$ cat src/rtl/cgra_obi_port_arbiter.sv
// ---------------------------------------------------------------------------
// cgra_obi_port_arbiter
//
// Purpose:
//   Shares one X-HEEP external-xbar OBI slave port between NREQ CGRA column
//   masters. Round-robin arbitration with a lock on a forwarded-but-ungranted
//   request, and in-order response routing via an outstanding-ID FIFO.
//
// Optional feature (macro CGRA_OBI_ARB_STALL_CNT_EN):
//   When defined, per-requester saturating stall counters are built.
//   When undefined, stall_cnt_o is tied to zero and no counter flops exist.
//
// Ports:
//   clk_i        in   clock
//   rst_ni       in   asynchronous reset, active low
//   req_i        in   NREQ requester OBI requests
//   resp_o       out  NREQ requester OBI responses
//   port_req_o   out  shared downstream OBI request
//   port_resp_i  in   shared downstream OBI response
//   spurious_o   out  sticky flag: rvalid arrived with the ID FIFO empty
//   stall_cnt_o  out  per-requester stall cycle counters
// ---------------------------------------------------------------------------

package cgra_obi_arb_pkg;
  typedef struct packed {
    logic        req;
    logic [31:0] addr;
    logic        we;
    logic [3:0]  be;
    logic [31:0] wdata;
  } obi_req_t;

  typedef struct packed {
    logic        gnt;
    logic        rvalid;
    logic [31:0] rdata;
  } obi_resp_t;
endpackage

module cgra_obi_port_arbiter
  import cgra_obi_arb_pkg::*;
#(
  parameter int NREQ            = 4,
  parameter int MAX_OUTSTANDING = 4,
  parameter int CNT_W           = 32
) (
  input  logic                             clk_i,
  input  logic                             rst_ni,
  input  obi_req_t  [NREQ-1:0]             req_i,
  output obi_resp_t [NREQ-1:0]             resp_o,
  output obi_req_t                         port_req_o,
  input  obi_resp_t                        port_resp_i,
  output logic                             spurious_o,
  output logic      [NREQ-1:0][CNT_W-1:0]  stall_cnt_o
);

  localparam int IDX_W  = (NREQ > 1) ? $clog2(NREQ) : 1;
  localparam int PTR_W  = (MAX_OUTSTANDING > 1) ? $clog2(MAX_OUTSTANDING) : 1;
  localparam int CNT_FW = $clog2(MAX_OUTSTANDING + 1);

  // Pointer increment that wraps at MAX_OUTSTANDING (also correct for depth 1).
  function automatic logic [PTR_W-1:0] ptr_inc(input logic [PTR_W-1:0] p);
    logic [PTR_W-1:0] n;
    if (p == PTR_W'(MAX_OUTSTANDING - 1)) begin
      n = '0;
    end else begin
      n = p + PTR_W'(1);
    end
    return n;
  endfunction

  logic [IDX_W-1:0]  r_rr_ptr;
  logic              r_lock_valid;
  logic [IDX_W-1:0]  r_lock_id;
  logic [IDX_W-1:0]  r_fifo [MAX_OUTSTANDING];
  logic [PTR_W-1:0]  r_wptr;
  logic [PTR_W-1:0]  r_rptr;
  logic [CNT_FW-1:0] r_count;
  logic              r_spurious;

  logic              w_any_req;
  logic              w_found;
  int                w_scan_j;
  logic [IDX_W-1:0]  w_scan_idx;
  logic [IDX_W-1:0]  w_rr_sel;
  logic [IDX_W-1:0]  w_sel;
  logic              w_fwd;
  logic              w_hs;
  logic              w_pop;
  logic [IDX_W-1:0]  w_head;
  logic [NREQ-1:0]   w_gnt;

  // Round-robin scan starting at r_rr_ptr; a held lock overrides the scan.
  always_comb begin
    w_any_req  = 1'b0;
    w_found    = 1'b0;
    w_scan_j   = 0;
    w_scan_idx = '0;
    w_rr_sel   = '0;
    for (int i = 0; i < NREQ; i++) begin
      w_scan_j   = (int'(r_rr_ptr) + i) % NREQ;
      w_scan_idx = IDX_W'(w_scan_j);
      if (!w_found && req_i[w_scan_idx].req) begin
        w_found  = 1'b1;
        w_rr_sel = w_scan_idx;
      end else begin
        w_rr_sel = w_rr_sel;
      end
      w_any_req = w_any_req | req_i[w_scan_idx].req;
    end
    if (r_lock_valid) begin
      w_sel = r_lock_id;
    end else begin
      w_sel = w_rr_sel;
    end
  end

  // Forward/handshake/pop qualifiers; rst_ni gating keeps gnt low during reset.
  // Forwarding uses only the registered count, so a pop never unblocks a full
  // FIFO in the same cycle (no rvalid->req combinational path).
  always_comb begin
    w_fwd  = rst_ni && w_any_req && (r_count < CNT_FW'(MAX_OUTSTANDING));
    w_hs   = w_fwd && port_resp_i.gnt;
    w_pop  = port_resp_i.rvalid && (r_count != '0);
    w_head = r_fifo[r_rptr];
  end

  // Downstream request mux and per-requester grant/response routing.
  always_comb begin
    port_req_o = '0;
    resp_o     = '0;
    w_gnt      = '0;
    if (w_fwd) begin
      port_req_o     = req_i[w_sel];
      port_req_o.req = 1'b1;
    end else begin
      port_req_o = '0;
    end
    for (int k = 0; k < NREQ; k++) begin
      w_gnt[k]         = w_hs && (w_sel == IDX_W'(k));
      resp_o[k].gnt    = w_gnt[k];
      resp_o[k].rvalid = w_pop && (w_head == IDX_W'(k));
      resp_o[k].rdata  = port_resp_i.rdata;
    end
  end

  // Round-robin pointer and request lock.
  always_ff @(posedge clk_i or negedge rst_ni) begin
    if (!rst_ni) begin
      r_rr_ptr     <= '0;
      r_lock_valid <= 1'b0;
      r_lock_id    <= '0;
    end else if (w_hs) begin
      r_rr_ptr     <= (w_sel == IDX_W'(NREQ - 1)) ? '0 : (w_sel + IDX_W'(1));
      r_lock_valid <= 1'b0;
    end else if (w_fwd) begin
      r_lock_valid <= 1'b1;
      r_lock_id    <= w_sel;
    end
  end

  // Outstanding-ID FIFO: push on handshake, pop on routed rvalid.
  always_ff @(posedge clk_i or negedge rst_ni) begin
    if (!rst_ni) begin
      r_wptr  <= '0;
      r_rptr  <= '0;
      r_count <= '0;
      for (int i = 0; i < MAX_OUTSTANDING; i++) begin
        r_fifo[i] <= '0;
      end
    end else begin
      if (w_hs) begin
        r_fifo[r_wptr] <= w_sel;
        r_wptr         <= ptr_inc(r_wptr);
      end
      if (w_pop) begin
        r_rptr <= ptr_inc(r_rptr);
      end
      case ({w_hs, w_pop})
        2'b10:   r_count <= r_count + CNT_FW'(1);
        2'b01:   r_count <= r_count - CNT_FW'(1);
        default: r_count <= r_count;
      endcase
    end
  end

  // Sticky spurious-response flag.
  always_ff @(posedge clk_i or negedge rst_ni) begin
    if (!rst_ni) begin
      r_spurious <= 1'b0;
    end else if (port_resp_i.rvalid && (r_count == '0)) begin
      r_spurious <= 1'b1;
    end
  end

  assign spurious_o = r_spurious;

`ifdef CGRA_OBI_ARB_STALL_CNT_EN
  logic [NREQ-1:0][CNT_W-1:0] r_stall_cnt;

  // Saturating per-requester stall counters.
  always_ff @(posedge clk_i or negedge rst_ni) begin
    if (!rst_ni) begin
      r_stall_cnt <= '0;
    end else begin
      for (int k = 0; k < NREQ; k++) begin
        if (req_i[k].req && !w_gnt[k] && (r_stall_cnt[k] != {CNT_W{1'b1}})) begin
          r_stall_cnt[k] <= r_stall_cnt[k] + CNT_W'(1);
        end
      end
    end
  end

  assign stall_cnt_o = r_stall_cnt;
`else
  assign stall_cnt_o = '0;
`endif

endmodule

$ cat config.mk
export PLATFORM = sky130hd
export DESIGN_NAME = cgra_obi_port_arbiter
export DESIGN_NICKNAME = d
export VERILOG_FILES = /design/src/rtl/cgra_obi_port_arbiter.sv
export SDC_FILE = /design/constraint.sdc
export NUM_CORES = 1
export LEC_CHECK = 0
export ABC_AREA = 1
export BUFFER_PORTS_ARGS = -buffer_cell sky130_fd_sc_hd__buf_2
export CORE_AREA = 2 2 256 258
export DETAILED_ROUTE_END_ITERATION = 10
export DIE_AREA = 0 0 258 260
export PLACE_DENSITY_LB_ADDON = 0.12
export SYNTH_ARGS = -nofsm -noshare
export SYNTH_HDL_FRONTEND = slang
export SYNTH_SLANG_ARGS = --single-unit
$ cat constraint.sdc
create_clock -name clk_i -period 4 [get_ports clk_i]
set_input_delay 0.2 -clock clk_i [delete_from_list [all_inputs] [get_ports clk_i]]
set_output_delay 0.2 -clock clk_i [all_outputs]
set_load 0.02 [all_outputs]
---- Word level (Yosys, flattened, before mapping) ----
Cells that the tools add are included.
cells by class
  reduce and logical (&&, ||, !) cells .... 27
  divide/modulo/power cells ............... 0
  equality and inequality tests ........... 10
  $mul .................................... 0
  add/subtract/negate cells ............... 8
  magnitude comparators ................... 9
  muxes and demuxes ....................... 31
  bitwise gates (word level) .............. 6
  shift-type cells ........................ 0
operator list
  cell                   number
  $bmux W70 S2           5
  $mux W70               5
  $mux W69               1
  $mux W2                11
  $logic_and A1 B1 Y1    17
  $lt A2 B3 Y1 const B   5
  $eq A2 B2 Y1 const B   7
  $add A2 B1 Y2 const B  4
  $bwmux W8              1
  $eq A2 B1 Y1 const B   3
  $ge A3 B3 Y1 const B   2
  $not A2 Y3             2
  $pmux W3 S2            1
  $mux W1                5
  $add A2 B2 Y2 const B  2
  $bmux W2 S2            1
  $demux W2 S2           1
  $logic_not A2 Y1       2
  $reduce_bool A2 Y1     2
  $add A3 B1 Y3 const B  1
  $logic_not A1 Y1       3
  $logic_not A3 Y1       1
  $lt A3 B1 Y1 const B   1
  $lt A3 B3 Y1 const B   1
  other kinds (5)        7
storage, ports and cells
  RAM bits ................................ 0
  ROM bits ................................ 0
  output and inout port bits .............. 335
  latch bits .............................. 0
  input port bits ......................... 316
  memories ................................ 0
  flip-flop bits (word level) ............. 21

---- Longest topological paths before layout ----
Gate-level depths: netlist of run 1.
  word-level depth ........................ 16
  depth in mapped cells ................... 16
  depth with buffers taken out ............ 16

---- Worst setup path before layout of run 1 ----
No wires, ideal clock.
  path type ............................... register to register
  from .................................... register r_rr_ptr[0]
  to ...................................... register r_count[2]
  data arrival time ....................... 2.314 ns
  library setup time ...................... 0.131 ns
  stages on the path, launching flop included .. 17
  slack ................................... 1.555 ns
  data required time ...................... 3.869 ns
  path through ............................ dfrtp_1 buf_4 nand2_1 nand2_1 nand2_1 nand2_1 nor2_4 nand3b_1 nand2_1 inv_2 nand2_2 ha_1 inv_1 fa_1 a21oi_1 o21ai_0 xor2_1
on the way
  longest elaborated chain between the ends .. 11
  elaborated cells between the ends (all ways) .. 21
ends and longest elaborated chain
  what                                               RTL line  RTL
  start: declaration                                 72        logic [IDX_W-1:0] r_rr_ptr;
  start signal: assignment                           154       r_rr_ptr <= (w_sel == IDX_W'(NREQ - 1)) ? '0 : (w_sel + IDX_W'(1));
  $add A2 B1 Y2                                      101       w_scan_j = (int'(r_rr_ptr) + i) % NREQ;
  $bmux W70 S2                                       109       w_any_req = w_any_req | req_i[w_scan_idx].req;
  $mux W70 (not written as such)                     109
  $or A1 B1 Y1 (2 in a row)                          109
  $or A1 B1 Y1 *                                     109
  $logic_and A1 B1 Y1 * (2 in a row)                 122       w_fwd = rst_ni && w_any_req && (r_count < CNT_FW'(MAX_OUTSTANDING));
  named net w_fwd                                    87        logic w_fwd;
  $logic_and A1 B1 Y1 *                              123       w_hs = w_fwd && port_resp_i.gnt;
  $eq A2 B1 Y1 or $eq A2 B2 Y1 (tied branches)       179       case ({w_hs, w_pop})
  $pmux W3 S2 or $reduce_bool A2 Y1 (tied branches)  n/a
  end signal: assignment                             180       2'b10: r_count <= r_count + CNT_FW'(1);
  end signal: assignment                             181       2'b01: r_count <= r_count - CNT_FW'(1);
  end signal: assignment                             182       default: r_count <= r_count;
  end: declaration                                   78        logic [CNT_FW-1:0] r_count;
The timed path passes the listed nets; every way through them passes the cells marked *. The select of a mux whose other input is x is not followed.
A chain may end at the register's enable or synchronous reset.

==> run metrics, run 1 <==
pre-CTS WS=0.954 ns; synth warn=0; final core occ=roughly an eighth; CP max-delay cell=dfrtp_1; WL/cell=15.0 um; # clock sinks=21; final setup fails=0; CP startpoint kind=register; worst clock skew=0.00400 ns; setup ws final=roughly 0.74 ns; later-pin clock latency in the skew report=0.26 ns; Port Buffers=362; Slew headroom=a little under a third; first-pass GRT wire length=~48 mm; Post-CTS Setup Bufs=0; die area=~67,000 um2; register area=approximately 530 um2; largest net degree at the start of global routing=74; ys flop type=dfrtp_1; DRC viols=0; total CTS buffers=3; worst-path fanout max=65; Final min period=between 3 and 4 ns; crit path buf inv count=5; min-delay worst type=input pin to register; fillcell total=between 7,000 and 8,000; Die Wd=approximately 260 um; final hold vios=0; Synth top area share=about 28%; placed cell area=8190 um2; synth unique cells=28; sequential area share after synthesis=under 10%; iteration-0 DRC count of the detailed router=roughly 330; CP Data Required Time=around 3.8 ns; Slew @ Worst Pin=1.03 ns; clock slew at reported path FFs=~0.060 ns; area of the multi-input gates=3690 um2; Pre-Repair DR Iteration Count=4; post-DP HPWL=around 27 mm; unrepaired setup endpoints after global routing=no; FMAX=between 300 and 400 MHz; via density per instance=between 3 and 4; H-Tree Depth=1; flops & latches, synth=21; EDFF count, synth=0; Final Cell Area=a little over 8000 um2; core area=around 64,000 um2; critical path depth in cells=16; Synth-to-Final Area Change=18.7%; Root Driver=clkbuf_16; setup TNS=0 ns; synth top area cells=buf_4 28%, nand3_1 15%, inv_1 13%, nand2_1 11%, nand3b_1 7.6%; CP top delay family=simple AND/OR/NAND/NOR gates; Critical Path Most Common Cell=nand2_1; Slew Limit Fails=0; status=complete, no violations; P_leak=between 4 and 5 nW; Final period util=roughly four fifths; slowest stage delay, CP=around 0.54 ns; row count=slightly above 90; Worst Hold Path Cells=2; Max-Cap Viols=0; Total GRT Usage=a little under a tenth; Layout Nets=approximately 1,700; antenna-violating nets left=0; Starting Density=10.9%; Setup Crit Path Kind=register to output port; Die H=260 um; io pins=roughly 650; r2r worst-path depth=16; syn avg cell area=between 5 and 6 um2; Async S/R FF share, synth=100%; Syn Inst Count=between 1,000 and 1,500; drt total wl=33.9 mm; CP Cell Sequence=inv_2, nand2_1, nand2_1, nand2_1, nand2_1, nor2_4, nand3_2, nand2_2, nand3_4, nand2_8, buf_12, inv_2, ha_1, inv_1, nor2_1, buf_2; pwr/cell area=approximately 760 nW/um2; initial antenna violation count=11; vias in the first global route=7,914; Max VDD drop=0.000544 V; via count=between 7,000 and 8,000; largest area contributor in the netlist=buf_4; CTS tree=yes; fraction of layout cells with a size suffix above 1=28.4%; Clock Tree Buf Depth=2; gr ovfl total=0; Placer Congestion=between 0.7 and 0.8; Critical Path AT=roughly 3.1 ns; synthesized area=about 7000 um2; Worst setup EP type=output port
-- report_power, final --
group	leakage [nW]	switching (mW)	internal [mW]	total, mW
logic	4.65	4.01	1.68	5.69
clock network	0.0409	0.0904	0.135	0.225
registers	0.246	0.0911	0.318	0.409
-- per-stage QoR --
stage	std cells	total power, mW	hold slack [ns]
after floorplan	1340	4.66	-0.0956
final	2254	6.33	0.200
after detailed placement	2246	6.29	0.230
after global routing	2252	7.11	0.213
after global placement	2246	6.34	0.236
after CTS	2251	6.54	0.201
-- worst paths after layout --
check | from | to | slack, ns
max reg2reg | r_rr_ptr[0] | r_count[2] | 1.20
min reg2reg | spurious_o | spurious_o | 0.46
max in group asynchronous | rst_ni | r_rr_ptr[0] | 3.17
min in group asynchronous | rst_ni | spurious_o | 0.46
min | port_resp_i[32] | spurious_o | 0.20
max | r_rr_ptr[0] | resp_o[33] | 0.74
-- layout make-up --
cell class	count	area share, %
repair buffers	377	24.2
clock inverters	1	0.0604
multi-input cells	750	44.5
well taps	855	12.9
diodes	3	0.0906
flip-flops and latches	21	6.34
clock buffers	3	0.906
inverters	244	11.1
-- state kept, by name, indices dropped and copies added, names as in the netlist --
name          cells
r_wptr            2
r_lock_id         2
r_lock_valid      1
r_fifo            8
r_rptr            2
r_rr_ptr          2
spurious_o        1
r_count           3
-- repair_timing --
action                                 CTS  global route
endpoints found under the hold margin   21             0
hold buffers                             1             0
resized for setup                        0             0
-- Yosys cell counts, types with 4 or more instances --
cell type	n
inv_2	4
nand2_2	5
buf_1	7
inv_1	239
nor2_1	19
o21ai_0	9
buf_6	18
dfrtp_1	21
nand3_1	215
buf_2	21
nand3b_1	71
nand2_1	198
o21ai_1	5
ha_1	10
a21oi_1	75
buf_4	262
clkbuf_1	17
o21a_1	7
-- layout by cell type, fill, tap and decap left out, drive strengths merged, types with 2 or more instances in the layout --
| cell | Yosys | layout |
|---|---|---|
| a21oi | 75 | 75 |
| buf | 308 | 376 |
| clkbuf | 17 | 3 |
| clkinv | 1 | 2 |
| conb | 1 | 128 |
| dfrtp | 21 | 21 |
| diode | 0 | 3 |
| ha | 10 | 10 |
| inv | 243 | 243 |
| nand2 | 203 | 203 |
| nand3 | 217 | 217 |
| nand3b | 71 | 71 |
| nor2 | 20 | 20 |
| o21a | 7 | 7 |
| o21ai | 14 | 14 |
-- cells by family (layout without fill, tap and decap cells) --
kind of cell	after synthesis	after routing	share of synthesized area, %
compound gates	98	98	7.38
xor+xnor	2	2	0.251
fa+ha+maj	11	11	2.08
buf+inv	569	625	47.0
flops	21	21	7.53
other cells	1	131	0.0537
simple gates	511	511	35.7
-- layer usage --
metal | vias up | global-route usage, % | share of wire [%]
met3 | 83 | 3.77 | 11
met5 | - | 0 | 0.29
met1 | 3460 | 11.0 | 40
met4 | 16 | 3.00 | 3.1
met2 | 386 | 15.5 | 46
li1 | 3715 | - | -
(Power assumes the default switching activity.)
==> inputs of run 2 (changes only) <==
- clock period: 4 -> 3.21 ns (I/O delays scaled with it)
==> run metrics, run 2 (synthesis gave the netlist of run 1 again) <==
WL/cell=15.3 um (+1.8%); setup TNS=0 ns (unchanged); via density per instance=3.39 (-0.15%); Setup Crit Path Kind=register to output port; Synth-to-Final Area Change=20.2%; Top reg by flops=r_fifo; first-pass GRT wire length=48.4 mm (+0.43%); drt total wl=34.6 mm (+2.2%); vias in the first global route=7,777 (-1.7%); Slew @ Worst Pin=0.607 ns (-0.420 ns); unrepaired setup endpoints after global routing=yes; Tot Pwr=8.14 mW (+29%); most frequent cells in the layout=362 x buf_2, 239 x inv_1, 213 x nand3_1; Final period util=91.9%; combinational power share=90.3% (+0.3 points); Clock Tree Buf Depth=2 (unchanged); Die H=260 um (unchanged); final setup fails=0 (unchanged); Final min period=between 2 and 3 ns; min-delay worst type=input pin to register; fraction of layout cells with a size suffix above 1=29.1% (+0.74 points); Max VDD drop=0.000464 V (-15%); Total GRT Usage=9.45% (+0.084 points); core area=64,100 um2 (unchanged); Max-Cap Viols=0 (unchanged); H-Tree Depth=1 (unchanged); Int Pwr=2.81 mW (+31%); crit path buf inv count=3 (-2); Port Buffers=362 (unchanged); share of total power in the clock network=3.4% (-0.2 points); Slew headroom=59.5% (+28 points); status=complete, no violations; Critical Path Most Common Cell=nand2_1; worst clock skew=0.00222 ns (-0.00177 ns); Starting Density=10.9% (unchanged); switching power=5.34 mW (+27%); io pins=651 (unchanged); CP top delay family=simple AND/OR/NAND/NOR gates; Pre-Repair DR Iteration Count=4 (unchanged); clock slew at reported path FFs=0.06 ns (about the same); die area=67,100 um2 (unchanged); # clock sinks=21 (unchanged); DRC viols=0 (unchanged); CP max-delay cell=dfrtp_2; P_leak=5.00 nW (+1.2%); later-pin clock latency in the skew report=0.26 ns (about the same); Critical Path AT=2.79 ns (-0.27 ns); FMAX=around 340 MHz; Layout Nets=1,733 (+0.52%); biggest regs=r_fifo x8, r_count x3; CP startpoint kind=register; CP Cell Sequence=inv_2, nand2_1, nand2_1, nand2_1, nand2_1, nor2_4, nand3_2, nand2_2, nand3_4, buf_4, nand3b_1, nand3_1, a21oi_1, buf_2; Slew Limit Fails=0 (unchanged); largest net degree at the start of global routing=86 (+16%); via count=7,676 (+0.21%); Die Wd=258 um (unchanged); slowest stage delay, CP=0.49 ns (-0.05 ns); initial antenna violation count=13 (+2); switching share of power=65.5% (-0.68 points); CP Data Required Time=3.05 ns (-0.75 ns); sequential share of power=6.3% (-0.2 points); final hold vios=0 (unchanged); max FFs per register=8 (unchanged); antenna-violating nets left=0 (unchanged); Root Driver=clkbuf_16; row count=93 (unchanged); total CTS buffers=3 (unchanged); Worst setup EP type=output port; commonest non-fill, non-tap cell in the layout=buf_2; worst-path fanout max=49 (-25%); CTS tree=yes; pwr/cell area=970 nW/um2 (+27%); post-DP HPWL=27.3 mm (+1.9%); iteration-0 DRC count of the detailed router=216 (-34%); gr ovfl total=0 (unchanged); Placer Congestion=0.773 (-0.74%)
[run 2: cell count changes in the layout (fill, tap and decap cells not counted), moves of 2 or more]
cell / before / now
buf_12: 6 / 8
buf_4: 8 / 14
nand3_1: 215 / 213
nand3_2: 1 / 3
[run 2: final timing paths]
check	start	to	slack, ns	depth (start not counted)
worst max-delay path	r_rr_ptr[0]	port_req_o[43]	0.26	14
worst min-delay path	port_resp_i[32]	spurious_o	0.17	2
worst max register to register	r_rr_ptr[0]	r_count[2]	0.51	16
worst min register to register	spurious_o	spurious_o	0.47	1
max in group asynchronous	rst_ni	r_rr_ptr[0]	2.53	3
min in group asynchronous	rst_ni	spurious_o	0.43	3
[run 2: what timing repair did]
action                     in CTS  in global routing
cloned                          0                  1
hold endpoints to repair       21                  0
setup endpoints to repair       1                 63
hold buffers                    1                  0
setup buffers                   0                  3
pin swaps                       0                  1
resized for setup               1                  3
[run 2: worst register-to-register path, stage by stage (launching register included)]
cell and delay (ns):
dfrtp_2 0.48, inv_2 0.12, nand2_1 0.07, nand2_1 0.10, nand2_1 0.09, nand2_1 0.09
nor2_4 0.13, nand3b_1 0.15, nand2_4 0.14, inv_2 0.05, nand2_2 0.16, ha_1 0.18
inv_1 0.06, fa_1 0.38, a21oi_1 0.14, o21ai_0 0.11, xor2_1 0.15
[run 2: metrics by stage]
step | setup WS [ns] | hold slack (ns) | instance area (um2) | util, % | cells
6_report | 0.261 | 0.166 | 8400 | 13.1 | 2262
3_3_place_gp | 0.254 | 0.189 | 8250 | 12.9 | 2251
3_5_place_dp | 0.253 | 0.191 | 8250 | 12.9 | 2251
2_1_floorplan | 0.765 | -0.135 | 7460 | - | 1340
4_1_cts | 0.00736 | 0.162 | 8350 | 13.0 | 2256
5_1_grt | -0.0116 | 0.180 | 8390 | 13.1 | 2260
[run 2: power groups by stage]
| stage | clock network (mW) | registers, mW | logic (mW) |
|---|---|---|---|
| floorplan | 0 | 0.464 | 5.35 |
| global placement | 0 | 0.519 | 7.55 |
| detailed placement | 0 | 0.516 | 7.53 |
| CTS | 0.290 | 0.512 | 7.56 |
| global route | 0.297 | 0.532 | 8.26 |
| finish | 0.276 | 0.511 | 7.35 |
[run 2: final cells by class]
| class | instances | area (um2) |
|---|---|---|
| well taps | 855 | 1070 |
| fillers | 7704 | 55700 |
| clock buffers | 3 | 75.1 |
| flip-flops and latches | 21 | 527 |
| clock inverters | 1 | 5.00 |
| inverters | 244 | 917 |
| diodes | 2 | 5.00 |
| repair buffers | 385 | 2090 |
| multi-input cells | 751 | 3710 |
[run 2: per-layer routing]
| metal | vias up | GRT usage [%] | part of all wire, % |
|---|---|---|---|
| met5 | - | 0 | 0.29 |
| met4 | 16 | 2.59 | 2.7 |
| met3 | 81 | 3.09 | 8.9 |
| met2 | 371 | 16.8 | 49 |
| met1 | 3474 | 10.8 | 40 |
| li1 | 3734 | - | - |
